File: src/rtl/dz_matrix_scan.sv
// Double-buffered red/green dot-matrix scanner with frame-synchronous swap,
// per-slot anti-ghost blanking and hardware blink. Outputs are registered from next-state.
module dz_matrix_scan #(
  parameter int ROWS         = 8,
  parameter int COLS         = 8,
  parameter int SCAN_DIV     = 1,
  parameter int BLANK_CYC    = 0,
  parameter int BLINK_FRAMES = 64,
  localparam int RW = (ROWS > 1) ? $clog2(ROWS) : 1
) (
  input  logic            clk,
  input  logic            rst,
  input  logic            wr_en,
  input  logic [RW-1:0]   wr_row,
  input  logic [COLS-1:0] wr_r,
  input  logic [COLS-1:0] wr_g,
  input  logic            swap_req,
  input  logic            blink_en,
  output logic            swap_ack,
  output logic            frame_start,
  output logic [ROWS-1:0] row,
  output logic [COLS-1:0] colr,
  output logic [COLS-1:0] colg
);
  localparam int SW = (SCAN_DIV > 1) ? $clog2(SCAN_DIV) : 1;
  localparam int BW = (BLINK_FRAMES > 1) ? $clog2(BLINK_FRAMES) : 1;
  localparam logic [SW-1:0] SLOT_LAST  = SW'(SCAN_DIV - 1);
  localparam logic [RW-1:0] ROW_LAST   = RW'(ROWS - 1);
  localparam logic [BW-1:0] BLINK_LAST = BW'(BLINK_FRAMES - 1);

  typedef struct packed {
    logic [COLS-1:0] r;
    logic [COLS-1:0] g;
  } pix_t;

  pix_t [1:0][ROWS-1:0] buf_q;
  logic                 run_q;
  logic [SW-1:0]        slot_q, slot_d;
  logic [RW-1:0]        ridx_q, ridx_d;
  logic [BW-1:0]        bcnt_q, bcnt_d;
  logic                 phase_q, phase_d, fsel_q, fsel_d, pend_q, pend_d;
  logic                 boundary, swap_now, wr_ok, blank, blank_slot;
  pix_t                 front_pix;
  logic [ROWS-1:0]      row_d, row_q;
  logic [COLS-1:0]      colr_q, colg_q;
  logic                 ack_q, fs_q;

  // Counters hold the position being displayed; the first cycle after reset
  // holds them at (0,0) so cycle 1 shows row 0.
  always_comb begin
    slot_d   = slot_q;
    ridx_d   = ridx_q;
    bcnt_d   = bcnt_q;
    phase_d  = phase_q;
    boundary = run_q && (slot_q == SLOT_LAST) && (ridx_q == ROW_LAST);
    if (run_q) begin
      if (slot_q == SLOT_LAST) begin
        slot_d = '0;
        ridx_d = (ridx_q == ROW_LAST) ? '0 : ridx_q + 1'b1;
      end else begin
        slot_d = slot_q + 1'b1;
      end
    end
    if (boundary) begin
      if (bcnt_q == BLINK_LAST) begin
        bcnt_d  = '0;
        phase_d = ~phase_q;
      end else begin
        bcnt_d = bcnt_q + 1'b1;
      end
    end
    swap_now = boundary && (pend_q || swap_req);
    fsel_d   = fsel_q ^ swap_now;
    pend_d   = swap_now ? 1'b0 : (pend_q || swap_req);
    wr_ok    = wr_en && (32'(wr_row) < ROWS);
    // A write landing on the swap edge targets the new front; forward it.
    front_pix = buf_q[fsel_d][ridx_d];
    if (wr_ok && swap_now && (wr_row == ridx_d))
      front_pix = '{r: wr_r, g: wr_g};
    row_d         = '1;
    row_d[ridx_d] = 1'b0;
    blank         = blank_slot || (blink_en && phase_d);
  end

  generate
    if (BLANK_CYC > 0) begin : g_blank
      assign blank_slot = (32'(slot_d) < BLANK_CYC);
    end else begin : g_noblank
      assign blank_slot = 1'b0;
    end
  endgenerate

  always_ff @(posedge clk or posedge rst) begin
    if (rst) begin
      buf_q   <= '0;
      run_q   <= 1'b0;
      slot_q  <= '0;
      ridx_q  <= '0;
      bcnt_q  <= '0;
      phase_q <= 1'b0;
      fsel_q  <= 1'b0;
      pend_q  <= 1'b0;
      row_q   <= '1;
      colr_q  <= '0;
      colg_q  <= '0;
      ack_q   <= 1'b0;
      fs_q    <= 1'b0;
    end else begin
      run_q   <= 1'b1;
      slot_q  <= slot_d;
      ridx_q  <= ridx_d;
      bcnt_q  <= bcnt_d;
      phase_q <= phase_d;
      fsel_q  <= fsel_d;
      pend_q  <= pend_d;
      if (wr_ok)
        buf_q[~fsel_q][wr_row] <= '{r: wr_r, g: wr_g};
      row_q  <= row_d;
      colr_q <= blank ? '0 : front_pix.r;
      colg_q <= blank ? '0 : front_pix.g;
      ack_q  <= swap_now;
      fs_q   <= (slot_d == '0) && (ridx_d == '0);
    end
  end

  assign row         = row_q;
  assign colr        = colr_q;
  assign colg        = colg_q;
  assign swap_ack    = ack_q;
  assign frame_start = fs_q;
endmodule

File: config.mk
export PLATFORM = sky130hd
export DESIGN_NAME = dz_matrix_scan
export DESIGN_NICKNAME = d
export VERILOG_FILES = /design/src/rtl/dz_matrix_scan.sv
export SDC_FILE = /design/constraint.sdc
export NUM_CORES = 1
export LEC_CHECK = 0
export CAP_MARGIN = 20
export CORE_MARGIN = 4
export CORE_UTILIZATION = 45
export DETAILED_ROUTE_END_ITERATION = 6
export PLACE_DENSITY = 0.73
export SLEW_MARGIN = 20
export SYNTH_ARGS = -nofsm -noshare
export SYNTH_HDL_FRONTEND = slang
export SYNTH_SLANG_ARGS = --single-unit
File: constraint.sdc
create_clock -name clk -period 13.6 [get_ports clk]
set_clock_uncertainty 0.15 [all_clocks]
set_input_delay 2.72 -clock clk [delete_from_list [all_inputs] [get_ports clk]]
set_output_delay 2.72 -clock clk [all_outputs]
set_load 0.005 [all_outputs]
==> flow_metrics.py <==
metrics = {
    "min_path": {
        "holdCritStartpoint": "phase_q",
        "hold_class": "reg -> reg",
    },
    "detailed_routing": {
        "viasPerCell": 6.10,
        "dr.pass1.iters": 5,
        "drt-initial-drc-count": 665,
        "antenna_left": 0,
        "top_layer": "met4",
        "drt_wl_total_um": 36600,
        "via_count": 9349,
        "wl_met3_um": 2760,
        "wl_met2_um": 16800,
        "wire_per_inst_um": 23.9,
        "drc": 0,
        "wirelength_met1_um": 15900,
    },
    "power": {
        "power.density_nw_per_um2": 241,
        "switching_share_pct": 34.1,
        "p_leak_nw": 6.78,
        "p_int_mw": 2.48,
        "pwr-share-seq_pct": 40.8,
        "p_total_mw": 3.77,
        "combPwrFrac_pct": 38.3,
        "netSwitchingPower_mw": 1.29,
        "vdd.ir_drop.worst_mv": 0.133,
        "clkPwrFrac_pct": 20.9,
    },
    "die": {
        "fp.dieW_um": 183,
        "rows": 63,
        "die_h_um": 183,
        "start_util_pct": 46.1,
        "die_area_sq_um": 33600,
        "core_sq_um": 30000,
        "io_pins": 50,
    },
    "run": {
        "maxCapViolations": 0,
    },
    "cells_and_area": {
        "final_area_sq_um": 15700,
        "num-fill-cells": 2566,
        "diodes": 0,
        "layout-drive-gt1-share_pct": 32.9,
        "syn_to_final_growth_pct": 13.3,
        "nNetsFinal": 1149,
    },
    "yosys": {
        "synth_async_sr_flop_share_pct": 100,
        "syn_nets": 1123,
        "synth_edf_count": 0,
        "ys_seq_elements": 296,
        "synth.area.top_cells": "dfrtp_1, mux2_2, a211oi_1",
        "yosys.area.top_type_share_pct": 52.2,
        "avgSynthCellArea_sq_um": 12.6,
        "synthCells": 1096,
        "seq_area_frac_synth_pct": 53.7,
        "ys.warnings.count": 0,
        "syn_area_sq_um": 13800,
        "synth_cell_types": 62,
        "yosys_most_used_dff": "dfrtp_1",
        "synth_top_cell_by_area": "dfrtp_1",
    },
    "sta": {
        "clock.fmax_mhz": 186,
        "max_slew_margin_pct": 20.5,
        "min_period_ps": 5390,
        "fin_ws_ps": 8210,
        "fin_crit_sh_pct": 39.6,
        "worst_pin_slew_ps": 1190,
        "setup_viol": 0,
        "slew_viol_final": 0,
        "hold_viol": 0,
        "rsz0062_at_grt": "false",
        "setup_tns_ps": 0,
    },
    "global_routing": {
        "grt_overflow": 0,
        "antenna_found_initial": 0,
        "grt_pass1_vias": 9612,
        "grt_max_degree": 140,
        "track_usage_pct": 21.7,
        "grt_pass1_wl_um": 57200,
    },
    "worst_setup_path": {
        "crit_fanout": 82,
        "worstSetupStartpointType": "input port",
        "critical_path_required_ps": 13900,
        "r2r-start": "ridx_q[1]",
        "cp-end-kind": "flip-flop",
        "worstSetupPathType": "in -> reg",
        "cp-startpoint": "swap_req",
        "cp.arrival_ps": 5690,
    },
    "outcome": {
        "outcome": "completed",
    },
    "place": {
        "place_congestion": 0.798,
        "dpl-instance-area_sq_um": 14700,
        "port_buffers": 49,
        "place_ws_ps": 7680,
        "hpwl_um": 21300,
    },
    "clocking": {
        "path_clk_slew_ps": 60,
        "holdBufCountCts": 0,
        "cts_resized": 0,
        "htreeDepth": 1,
        "clockRootBuffer": "clkbuf_16",
        "post_cts_buffers": 0,
        "clk_latency_ps": 560,
        "cts_made_buffers": 30,
        "cts_tree": "yes",
        "cts.sinks": 296,
        "cts_buffer_depth": 3,
    },
}
-- power groups by stage --
stage	combinational, mW	clock [mW]	sequential (mW)
finish	1.44	0.788	1.54
global route	1.56	0.842	1.59
CTS	1.44	0.802	1.54
detailed placement	1.44	0	1.55
global placement	1.40	0	1.53
floorplan	1.06	0	1.48
-- cell type report --
cell class	instances	area (sq um)	area share (%)
Sequential cell	296	7420	47.4
Tap cell	390	488	3.12
Timing Repair Buffer	77	704	4.50
Clock buffer	46	892	5.70
Clock inverter	7	35.0	0.224
Multi-Input combinational cell	703	6050	38.7
Inverter	14	65.1	0.416
-- stage by stage --
step	hold WS (ps)	utilization [%]	std cells
6_report	341	52.3	1533
5_1_grt	350	52.3	1533
4_1_cts	342	52.2	1533
3_5_place_dp	335	49.1	1480
3_3_place_gp	319	49.1	1480
2_1_floorplan	301	-	1096
-- cell families after synthesis --
group                    after synthesis  synth area share, %
flip-flops                           296                 53.7
AO/OA/AOI/OAI                        163                 9.42
XOR/XNOR                               4                0.254
AND/OR/NAND/NOR                      232                 9.11
other                                  1               0.0271
buffers and inverters                 97                 3.10
multiplexers                         300                 24.1
adder cells (fa/ha/maj)                3                0.272
-- worst max-delay path, cell delays in order --
cell and delay (ps):
clkdlybuf4s50_1 410, or2_2 420, a21boi_4 480, nor2_4 100
inv_6 580, a211oi_1 180, or4_1 550, o31ai_2 220
-- cells in the final DEF, fill, tap and decap left out, drive strengths merged, types with 4 or more instances in the layout --
master,count
dfrtp,288
mux2,257
nand2,60
a211oi,59
and3,57
clkdlybuf4s50,49
clkbuf,46
mux2i,43
nand3,29
nor2,29
buf,28
o21ai,23
nand2b,21
inv,13
a32o,12
nor3,11
a22oi,8
dfstp,8
clkinv,8
o21bai,7
a221oi,7
a31oi,6
a32oi,6
a2111oi,5
or4,4
nor4bb,4
a221o,4
a21oi,4
a2111o,4
o41ai,4
nor2b,4
or3,4
-- path summary, 6_finish.rpt --
path	end	slack (ps)	cells after the start
worst max-delay path	colr[7]	8210	8
max in group asynchronous	buf_q[145]	9180	3
worst min register to register	phase_q	340	1
min in group asynchronous	buf_q[156]	2640	2
worst min-delay path	phase_q	340	1
worst max register to register	colr[4]	9070	9
-- metal layers --
metal,GRT usage [%],vias to the layer above
met5,0,-
met3,4.36,77
li1,-,4084
met2,34.4,336
met4,6.38,0
met1,30.6,4852
-- Yosys cell counts, types with 4 or more instances --
library cell  count
dfrtp_1         288
mux2_2          257
nand2_1          60
a211oi_1         59
clkbuf_1         59
and3_1           57
mux2i_1          42
nand3_1          29
nor2_1           27
o21ai_0          22
nand2b_1         21
a32o_1           12
buf_2            11
nor3_1           10
inv_1             9
a22oi_1           8
dfstp_2           8
a221oi_1          7
o21bai_1          7
a31oi_1           6
a32oi_1           6
buf_4             6
a2111oi_0         5
a2111o_1          4
a21oi_1           4
a221o_1           4
buf_1             4
nor4bb_1          4
o41ai_2           4
or3_1             4
or4_1             4
-- state kept, by name, summed over array words and instances, names as in the netlist --
| name | count |
|---|---|
| buf_q | 256 |
| colg | 8 |
| colr | 8 |
| row | 8 |
| bcnt_q | 6 |
| ridx_q | 3 |
| frame_start | 1 |
| fsel_q | 1 |
| pend_q | 1 |
| phase_q | 1 |
| run_q | 1 |
| slot_q | 1 |
| swap_ack | 1 |
No activity file was read; power rests on OpenSTA's default activity.
